--- config.mk ---
export PLATFORM = sky130hd
export DESIGN_NAME = muldiv_sequencer
export DESIGN_NICKNAME = d
export VERILOG_FILES = /design/src/rtl/muldiv_sequencer.sv
export SDC_FILE = /design/constraint.sdc
export NUM_CORES = 1
export LEC_CHECK = 0
export CORE_MARGIN = 5
export CORE_UTILIZATION = 59
export DETAILED_ROUTE_END_ITERATION = 7
export GPL_TIMING_DRIVEN = 0
export PLACE_DENSITY_LB_ADDON = 0.25
export SYNTH_ARGS = -nofsm -noshare
export SYNTH_HDL_FRONTEND = slang
export SYNTH_SLANG_ARGS = --single-unit
--- constraint.sdc ---
create_clock -name clk -period 9.9 [get_ports clk]
set_input_delay 1.98 -clock clk [delete_from_list [all_inputs] [get_ports clk]]
set_output_delay 1.98 -clock clk [all_outputs]
set_load 0.05 [all_outputs]
--- src/rtl/muldiv_sequencer.sv ---
// Multi-cycle multiply/divide unit with private HI/LO registers.
// One shift-add (multiply) or restoring shift-subtract (divide) step per cycle.
module muldiv_sequencer #(
  parameter int DATA_WIDTH = 32,
  parameter int CNT_WIDTH  = 5
) (
  input  logic                  clk,
  input  logic                  rst,
  input  logic                  start,
  input  logic [1:0]            op,
  input  logic [DATA_WIDTH-1:0] A,
  input  logic [DATA_WIDTH-1:0] B,
  input  logic                  wr_hi,
  input  logic                  wr_lo,
  input  logic [DATA_WIDTH-1:0] wdata,
  output logic                  busy,
  output logic                  done,
  output logic [DATA_WIDTH-1:0] hi,
  output logic [DATA_WIDTH-1:0] lo
);

  localparam int W = DATA_WIDTH;
  localparam logic [CNT_WIDTH-1:0] LAST_ITER = CNT_WIDTH'(DATA_WIDTH - 1);

  // state | meaning
  // S_IDLE | waiting for start; mthi/mtlo writes allowed
  // S_RUN  | one multiply/divide iteration per cycle
  // S_FIX  | sign correction or divide-by-zero substitution
  // S_WB   | commit accumulator to HI/LO, done pulses next cycle
  typedef enum logic [1:0] {S_IDLE, S_RUN, S_FIX, S_WB} state_t;

  state_t state, state_nxt;

  logic [CNT_WIDTH-1:0] cnt;
  logic                 is_div, neg_main, neg_rem, div0;
  logic [W-1:0]         opnd, a_raw, acc_hi, acc_lo;

  logic                 sgn;
  logic [W-1:0]         a_abs, b_abs;
  logic [W:0]           mul_sum, div_shift;
  logic                 div_ge;
  logic [2*W-1:0]       prod_neg;

  assign sgn       = ~op[0];
  assign a_abs     = (sgn && A[W-1]) ? -A : A;
  assign b_abs     = (sgn && B[W-1]) ? -B : B;
  assign mul_sum   = {1'b0, acc_hi} + (acc_lo[0] ? {1'b0, opnd} : '0);
  assign div_shift = {acc_hi, acc_lo[W-1]};
  assign div_ge    = div_shift >= {1'b0, opnd};
  assign prod_neg  = -{acc_hi, acc_lo};
  assign busy      = (state != S_IDLE);

  always_ff @(posedge clk or posedge rst) begin
    if (rst) state <= S_IDLE;
    else     state <= state_nxt;
  end

  always_comb begin
    state_nxt = state;
    unique case (state)
      S_IDLE:  if (start) state_nxt = S_RUN;
      S_RUN:   if (cnt == LAST_ITER) state_nxt = S_FIX;
      S_FIX:   state_nxt = S_WB;
      S_WB:    state_nxt = S_IDLE;
      default: state_nxt = S_IDLE;
    endcase
  end

  always_ff @(posedge clk or posedge rst) begin
    if (rst) begin
      done     <= 1'b0;
      hi       <= '0;
      lo       <= '0;
      cnt      <= '0;
      is_div   <= 1'b0;
      neg_main <= 1'b0;
      neg_rem  <= 1'b0;
      div0     <= 1'b0;
      opnd     <= '0;
      a_raw    <= '0;
      acc_hi   <= '0;
      acc_lo   <= '0;
    end else begin
      done <= (state == S_WB);
      unique case (state)
        S_IDLE: begin
          if (wr_hi) hi <= wdata;
          if (wr_lo) lo <= wdata;
          if (start) begin
            // multiply keeps the multiplier in acc_lo; divide keeps the dividend there
            is_div   <= op[1];
            neg_main <= sgn & (A[W-1] ^ B[W-1]);
            neg_rem  <= sgn & op[1] & A[W-1];
            div0     <= op[1] & (B == '0);
            a_raw    <= A;
            acc_hi   <= '0;
            acc_lo   <= op[1] ? a_abs : b_abs;
            opnd     <= op[1] ? b_abs : a_abs;
            cnt      <= '0;
          end
        end
        S_RUN: begin
          cnt <= cnt + CNT_WIDTH'(1);
          if (is_div) begin
            acc_hi <= div_ge ? (div_shift[W-1:0] - opnd) : div_shift[W-1:0];
            acc_lo <= {acc_lo[W-2:0], div_ge};
          end else begin
            acc_hi <= mul_sum[W:1];
            acc_lo <= {mul_sum[0], acc_lo[W-1:1]};
          end
        end
        S_FIX: begin
          if (div0) begin
            acc_hi <= a_raw;
            acc_lo <= '1;
          end else if (is_div) begin
            if (neg_main) acc_lo <= -acc_lo;
            if (neg_rem)  acc_hi <= -acc_hi;
          end else if (neg_main) begin
            {acc_hi, acc_lo} <= prod_neg;
          end
        end
        S_WB: begin
          hi <= acc_hi;
          lo <= acc_lo;
        end
        default: ;
      endcase
    end
  end

endmodule

## After elaboration in Yosys (flattened, before gate mapping)

Index checks and enable logic that the tools add are counted.

| cells by class | value |
|---|---|
| add/sub/neg operators | 8 |
| multipliers | 0 |
| divide/modulo/power cells | 0 |
| $lt $le $gt $ge | 1 |
| equality and inequality tests | 11 |
| shifts and indexed selects | 0 |
| multiplexer cells | 29 |
| bitwise gates (word level) | 6 |
| reductions and logical operators | 15 |

Operator list:

| cell | count |
|---|---|
| two-way mux 32 bit | 20 |
| case mux 32 bit (3 select lines) | 2 |
| negation 32 bit | 4 |
| case mux 32 bit (2 select lines) | 2 |
| negation 64 bit | 1 |
| adder 32 x 32 -> 33 bit | 1 |
| >= comparator 33 x 32 -> 1 bit | 1 |
| logical NOT 32 bit | 1 |
| subtractor 32 bit | 1 |
| case mux 5 bit (2 select lines) | 1 |
| AND reduction 2 bit | 5 |
| inequality test 2 bit, second input constant | 4 |
| inequality test 4 bit, second input constant | 2 |
| case mux 2 bit (4 select lines) | 1 |
| nonzero test 2 bit | 3 |
| adder 5 x 1 -> 5 bit, second input constant | 1 |
| equality test 5 bit, second input constant | 1 |
| two-way mux 5 bit | 1 |
| AND 1 bit | 4 |
| equality test 2 bit, second input constant | 2 |
| two-way mux 2 bit | 2 |
| AND reduction 4 bit | 1 |
| inequality test 3 bit, second input constant | 1 |
| AND reduction 3 bit | 1 |
| other kinds (6) | 7 |

| storage, ports and cells | value |
|---|---|
| register bits | 204 |
| bits in latches | 0 |
| memory bits (writable) | 0 |
| bits in read-only memories | 0 |
| input port bits | 103 |
| output and inout port bits | 66 |
| logic and storage cells | 83 |
| memories kept | 0 |

## Longest topological paths before layout

Gate-level depths: netlist of run 1.

| depth | value |
|---|---|
| depth after elaboration | 6 |
| gate-level depth with buffers | 14 |
| gate-level depth less buffers | 12 |

## Least setup slack after synthesis of run 1

Ideal clock, no wire load.

| timing path | value |
|---|---|
| path type | input to register |
| start point | in B[4] |
| end point | reg acc_lo[21] |
| data arrival time | 4185 ps |
| required time | 9774 ps |
| path slack | 5589 ps |
| stages on the path | 8 |
| buffers on the path | 0 |
| path through | or4_1 -> nor4b_1 -> nand2_1 -> o41ai_1 -> xnor2_1 -> nor2_1 -> a21oi_1 -> a221o_1 |

| on the way | value |
|---|---|
| cells in the longest elaborated chain, start to end | 5 |

Ends and longest elaborated chain:

| element | RTL line | source |
|---|---|---|
| start: declaration | 12 | `input logic [DATA_WIDTH-1:0] B,` |
| negation 32 bit | 46 | `assign b_abs = (sgn && B[W-1]) ? -B : B;` |
| two-way mux 32 bit | 46 |  |
| two-way mux 32 bit | 97 | `acc_lo <= op[1] ? a_abs : b_abs;` |
| two-way mux 32 bit | 89 | `if (start) begin` |
| case mux 32 bit (3 select lines) | 85 | `unique case (state)` |
| end signal: assignment | 97 |  |
| end signal: assignment | 106 | `acc_lo <= {acc_lo[W-2:0], div_ge};` |
| end signal: assignment | 109 | `acc_lo <= {mul_sum[0], acc_lo[W-1:1]};` |
| end: declaration | 36 | `logic [W-1:0] opnd, a_raw, acc_hi, acc_lo;` |

No other way between the ends. The select of a mux whose other input is x is not followed.
A chain may end at the register's enable or synchronous reset.

## Final worst setup path of run 1

| timing path | value |
|---|---|
| start point | in A[2] |
| end point | reg acc_lo[27] |

| on the way | value |
|---|---|
| cells in the longest elaborated chain, start to end | 5 |

Ends and longest elaborated chain:

| element | RTL line | source |
|---|---|---|
| start: declaration | 11 | `input logic [DATA_WIDTH-1:0] A,` |
| negation 32 bit | 45 | `assign a_abs = (sgn && A[W-1]) ? -A : A;` |
| two-way mux 32 bit | 45 |  |
| two-way mux 32 bit | 97 |  |
| two-way mux 32 bit | 89 |  |
| case mux 32 bit (3 select lines) | 85 |  |

No other way between the ends. The select of a mux whose other input is x is not followed.

==> reports/summary.txt, run 1 <==
critical path arrival = 5700 ps
most common flop cell mapped by yosys = dfrtp_1
vias per inst = 6.86
initial antenna violation count = 1
MaxCap Viol Count = 1
worst vdd ir = 0.000214 V
clock root cell = clkbuf_16
failing checks = capacitance limit
Worst Path Required = 10330 ps
run status = finished with violations
PwrDens = 374 nW/um^2
P_sw = 4060 uW
via count = 18900
Min-Delay Startpoint = opnd[6]
post-synth top area share = 30.2%
WL/cell = 26.1 um
Setup-failing EPs final = 0
Yosys top cell by area = dfrtp_1
Sw Ratio = 54.4%
row count = 62
Critical Setup Path Class = in2reg
clock sink total = 204
Mapped Cells = 2163
DP Area = 19100 um^2
placed instance count = 2716
die area = 32100 um^2
initial core utilization = 59.3%
crit-path max FO = 6
RR Startpoint = acc_lo[0]
final std cells w/o fill = 2760
Final Cell Area = 19900 um^2
Crit. Startpoint = A[2]
RD Place Congestion = 1.01
core footprint = 28500 um^2
Area Overhead vs Synth = 17.9%
Antenna Violating Nets Remaining = 0
hpwl dp = 56.3 mm
DR pass1 iterations = 8
CTS tree = yes
post-CTS repair timing setup buffer count = 0
# hold bufs at CTS = 0
yosys synthesis warning count = 0
post-route minimum period = 5270 ps
clk_skew = 23.7 ps
post-cts resize count = 0
clk_lat worst skew = 550 ps
number of diodes = 0
Synth Cell Area = 16900 um^2
Yosys cell types = 80
Starting DRT DRC Count = 2977
Post-synth top cells = 256 x o21ai_0, 254 x nand2_1, 222 x a21oi_1, 204 x dfrtp_1, 182 x nor2_1
Die Y = 179 um
synthesized flop and latch total = 204
Static Leak = 0.00833 uW
final hold viol count = 0
nets@finish = 2537
EDFF count, synth = 0
most frequent cell after synthesis = o21ai_0
drt total wl = 71.9 mm
H-Tree Level Count = 1
RSZ-0062 raised after global routing = no
clock transition at the registers of the reported paths = 60 ps
sequential area share after synthesis = 30.2%
Max Fclk = 190 MHz
total gr overflow = 0
Seq pwr share = 22.4%
Rel. slew slack = 1.71%
Slew Viols, Final = 0
cts bufs inserted = 24
I/O pins = 169
Worst Setup End Kind = flop
crit share post-route = 53.2%
Int Power = 3400 uW
DRC = 0
largest net degree at the start of global routing = 131
Die Wd = 179 um
Hold/Removal Path Class = reg2reg
Worst-Margin Slew = 1460 ps
Clk pwr share = 12.7%
top post-synthesis cells by area = dfrtp_1 30%, o21ai_0 7.6%, a21oi_1 6.6%
layout cells sized above 1 = 5.81%
Worst setup SP type = primary input
PortBufs = 168
vias in the first global route = 17600
reg2reg setup slack = 4680 ps
first-pass GRT wire length = 106 mm
async set or reset register ratio after synthesis = 100%
Logic pwr share = 65.0%
Post-Syn Nets = 2342
syn avg cell area = 7.81 um^2
clock tree buffer depth = 3
GRT Total Usage = 43.4%
number of fill cells = 2353
placed cells by master, fill, tap and decap left out, types with 12 or more instances in the layout:
master | synthesis | routed
and3_1 | 14 | 14
a211oi_1 | 15 | 15
or3_1 | 14 | 14
nor2_1 | 182 | 182
a31oi_1 | 22 | 22
buf_1 | 12 | 12
inv_1 | 61 | 60
o31ai_1 | 24 | 24
clkbuf_16 | 0 | 24
a21oi_1 | 222 | 222
xnor2_1 | 93 | 93
o211ai_1 | 16 | 16
a21o_1 | 31 | 31
ha_1 | 74 | 74
mux2i_1 | 30 | 30
clkdlybuf4s50_1 | 0 | 168
dfrtp_1 | 204 | 204
o21a_1 | 13 | 13
clkbuf_1 | 125 | 127
nand2_1 | 254 | 254
and2_1 | 12 | 12
nor2b_1 | 45 | 45
xor2_1 | 57 | 57
or4_1 | 14 | 14
nand3_1 | 52 | 52
nor3_1 | 53 | 53
nor4_1 | 14 | 14
mux2_2 | 66 | 66
o21ai_0 | 256 | 256
nand4_1 | 13 | 13
critical path, stage by stage:
cell	delay, ps
clkdlybuf4s50_1	560
nor3_1	440
nor4b_1	1020
and3_1	390
nand4_1	200
o21ai_0	310
xor2_1	250
a21oi_1	180
a221o_1	370
flip-flops by register name (all words and copies together) (netlist names):
| signal | cells |
|---|---|
| a_raw | 32 |
| acc_hi | 32 |
| acc_lo | 32 |
| hi | 32 |
| lo | 32 |
| opnd | 32 |
| cnt | 5 |
| state | 2 |
| div0 | 1 |
| done | 1 |
| is_div | 1 |
| neg_main | 1 |
| neg_rem | 1 |
power groups by stage:
stage               clock network (uW)  registers, uW  logic [uW]
floorplan                            0           1860        2830
detailed placement                   0           1630        4630
global placement                     0           1620        4520
global route                       976           1670        5140
CTS                                936           1620        4680
finish                             943           1670        4850
kinds of logic (layout without fill, tap and decap cells):
group                    count (synthesis)  in the layout  synth area share (%)
XOR/XNOR                               150            150                  7.78
AND/OR/NAND/NOR                        710            710                  19.8
AO/OA/AOI/OAI                          717            717                  25.5
adder cells (fa/ha/maj)                 76             76                  5.72
buffers and inverters                  209            422                  4.75
flip-flops                             204            204                  30.2
multiplexers                            97             97                  6.24
through the flow:
step	utilization [%]	TNS [ps]	hold WS (ps)	total power (uW)	setup WS, ps
2_1_floorplan	-	0	443	4690	2350
3_3_place_gp	66.9	-43460	462	6140	-256
3_5_place_dp	67.0	0	469	6260	4270
4_1_cts	70.0	0	483	7230	4710
5_1_grt	70.0	0	503	7790	4190
6_report	70.0	0	485	7460	4630
worst paths after layout:
check                             endpoint  cells past startpoint
worst max-delay path            acc_lo[27]                      9
worst min-delay path               opnd[6]                      2
worst max register to register  acc_hi[25]                     14
worst min register to register     opnd[6]                      2
max in group asynchronous          opnd[8]                      3
min in group asynchronous           lo[21]                      2
metal layers:
metal	track usage, %	share of wire (%)
met2	65.7	43
met4	22.6	6.9
met5	0	0.019
met3	11.7	13
met1	57.1	37
layout make-up:
| type | instances | area, um^2 | share of cell area, % |
|---|---|---|---|
| flip-flops and latches | 204 | 5100 | 25.6 |
| repair buffers | 169 | 1710 | 8.58 |
| clock buffers | 31 | 677 | 3.40 |
| plain buffers | 146 | 566 | 2.84 |
| multi-input cells | 1750 | 11000 | 55.1 |
| inverters | 63 | 244 | 1.22 |
| well taps | 384 | 480 | 2.41 |
| clock inverters | 13 | 156 | 0.785 |
Note: power is estimated with default switching activity, not from simulation.
==> run 2, diff against run 1 <==
- CORE_UTILIZATION: 59 -> 53
- clock period: 9.9 -> 4.4 ns (I/O delays scaled with it)
==> run 2 against run 1 <==
- the run now ends clean
- flip-flop and latch count is the same
- worst setup slack worse by 4600 ps
- clock-buffer cell count increased by 2
- sequential share of layout area shrank 0.15 points
- core utilization is 6.3 points lower
- combinational power is 120% higher
- clock power grew 120%
- hold slack got worse by 8.3 ps
- clock skew fell by 12 ps
- largest cell class unchanged
- highest routed layer unchanged
==> reports/summary.txt, run 2 (synthesis results as in run 1) <==
P_sw = 9020 uW (+120%)
Setup-failing EPs final = 0 (unchanged)
DP Area = 19200 um^2 (+0.48%)
Worst Path Required = 4800 ps (-5530 ps)
crit-path max FO = 10 (+4)
worst vdd ir = 0.000383 V (+79%)
nets@finish = 2542 (+0.20%)
Hold/Removal Path Class = reg2reg
Int Power = 7650 uW (+130%)
Die Wd = 189 um (+5.2%)
Static Leak = 0.00840 uW (+0.75%)
initial antenna violation count = 1 (unchanged)
clk_lat worst skew = 540 ps (about the same)
Critical Setup Path Class = reg2reg
# hold bufs at CTS = 0 (unchanged)
crit share post-route = 99.3%
core footprint = 31500 um^2 (+11%)
PortBufs = 168 (unchanged)
RD Place Congestion = 1.03 (+2.3%)
Antenna Violating Nets Remaining = 0 (unchanged)
Worst-Margin Slew = 1400 ps (-65.9 ps)
MaxCap Viol Count = 0 (-1)
CTS tree = yes
Area Overhead vs Synth = 18.6%
post-route minimum period = 4370 ps
Logic pwr share = 65.0% (about the same)
placed instance count = 2738 (+0.81%)
Starting DRT DRC Count = 2605 (-12%)
first-pass GRT wire length = 105 mm (-0.53%)
Seq pwr share = 22.5% (about the same)
clock sink total = 204 (unchanged)
Final Cell Area = 20000 um^2 (+0.58%)
initial core utilization = 53.7% (-5.7 points)
via count = 18500 (-2.5%)
CP max stage delay = 530 ps (-490 ps)
clock root cell = clkbuf_16
total gr overflow = 0 (unchanged)
Rel. slew slack = 6.14% (+4.4 points)
H-Tree Level Count = 1 (unchanged)
number of fill cells = 2817 (+20%)
vias per inst = 6.63 (-3.3%)
Slew Viols, Final = 0 (unchanged)
most common cell after layout, fill and taps aside = o21ai_0
final hold viol count = 0 (unchanged)
Worst setup SP type = flop
row count = 65 (+4.8%)
vias in the first global route = 17200 (-2.1%)
largest net degree at the start of global routing = 45 (-66%)
drt total wl = 70.2 mm (-2.4%)
DR pass1 iterations = 7 (-1)
Max Fclk = 229 MHz
Worst Setup End Kind = flop
Cell Chain, Critical Path = inv_1 -> buf_2 -> ha_1 -> or4b_1 -> clkbuf_1 -> nand2b_1 -> o41ai_4 -> buf_2 -> nand4_1 -> mux2i_1 -> o21ai_0 -> a22oi_1 -> o21ai_0
DRC = 0 (unchanged)
clk_skew = 12.0 ps (-11.7 ps)
number of diodes = 0 (unchanged)
WL/cell = 25.2 um (-3.2%)
layout cells sized above 1 = 6.34% (+0.53 points)
I/O pins = 169 (unchanged)
setup ws final = 32.6 ps (-4600 ps)
Clk pwr share = 12.5% (-0.2 points)
most frequent cells in the layout = 256 x o21ai_0, 254 x nand2_1, 222 x a21oi_1
hpwl dp = 55.6 mm (-1.2%)
PwrDens = 832 nW/um^2 (+120%)
die area = 35500 um^2 (+11%)
pre-CTS setup slack = -561 ps (-4830 ps)
clock transition at the registers of the reported paths = 70 ps (about the same)
Die Y = 189 um (+5.2%)
Sw Ratio = 54.1% (-0.31 points)
RSZ-0062 raised after global routing = no
GRT Total Usage = 37.9% (-5.5 points)
run status = complete, no violations
critical path arrival = 4760 ps (-940 ps)
final std cells w/o fill = 2783 (+0.83%)
cts bufs inserted = 24 (unchanged)
CP max-delay cell = dfrtp_1
clock tree buffer depth = 3 (unchanged)
## run 2: changes by cell type in the layout (fill, tap and decap cells not counted), moves of 2 or more
cell and change:
a2111oi_0 -2, buf_12 +5, buf_2 +2, clkbuf_1 -6
clkbuf_2 +4, clkinv_2 +2, inv_8 -2
## run 2: per-layer routing
layer	track usage, %	part of all wire (%)	vias up
met3	9.69	13	241
met2	56.2	42	1335
li1	-	-	8212
met5	0	0.019	-
met4	18.4	5.9	2
met1	51.7	39	8675
## run 2: per-stage QoR
step                setup TNS [ps]  util (%)  total power, uW  hold WS, ps
global placement           -153090      60.6            13800          461
CTS                              0      63.6            16200          483
global route                     0      63.7            17500          503
floorplan                        0         -            10600          443
finish                           0      63.7            16700          476
detailed placement           -2390      60.9            14100          469
## run 2: cell type report
cell class              instances  area [um^2]  share of cell area [%]
clock inverters                11          100                   0.500
clock buffers                  33          716                    3.57
multi-input cells            1750        11000                    54.9
flip-flops and latches        204         5100                    25.5
well taps                     402          503                    2.51
inverters                      63          240                    1.20
repair buffers                174         1790                    8.93
plain buffers                 146          573                    2.86
## run 2: worst max-delay path, delay by kind of cell, from the launching register on
| family | cells | cell delay (ps) |
|---|---|---|
| multiplexers | 1 | 200 |
| buffers and inverters | 4 | 1140 |
| AND/OR/NAND/NOR | 3 | 960 |
| AO/OA/AOI/OAI | 4 | 1080 |
| flip-flops | 1 | 530 |
| adder cells (fa/ha/maj) | 1 | 310 |
## run 2: worst paths after layout
check | startpoint | to | slack (ps) | cells past startpoint
worst min-delay path | hi[21] | hi[21] | 480 | 2
worst min register to register | hi[21] | hi[21] | 480 | 2
worst max-delay path | acc_lo[0] | acc_hi[14] | 30 | 13
worst max register to register | acc_lo[0] | acc_hi[14] | 30 | 13
min in group asynchronous | rst | lo[20] | 710 | 2
max in group asynchronous | rst | opnd[12] | 2540 | 5
## run 2: what timing repair did
action | 4_1_cts | 5_1_grt
cloned | 0 | 0
endpoints found under the setup margin | 17 | 14
buffers inserted | 0 | 1
resized for setup | 5 | 11
pin swaps | 0 | 1
## run 2: power by group through the flow
stage | combinational (uW) | sequential [uW] | clock, uW
global placement | 10200 | 3650 | 0
CTS | 10500 | 3650 | 2080
detailed placement | 10400 | 3680 | 0
finish | 10800 | 3750 | 2080
global route | 11600 | 3790 | 2150
floorplan | 6370 | 4180 | 0
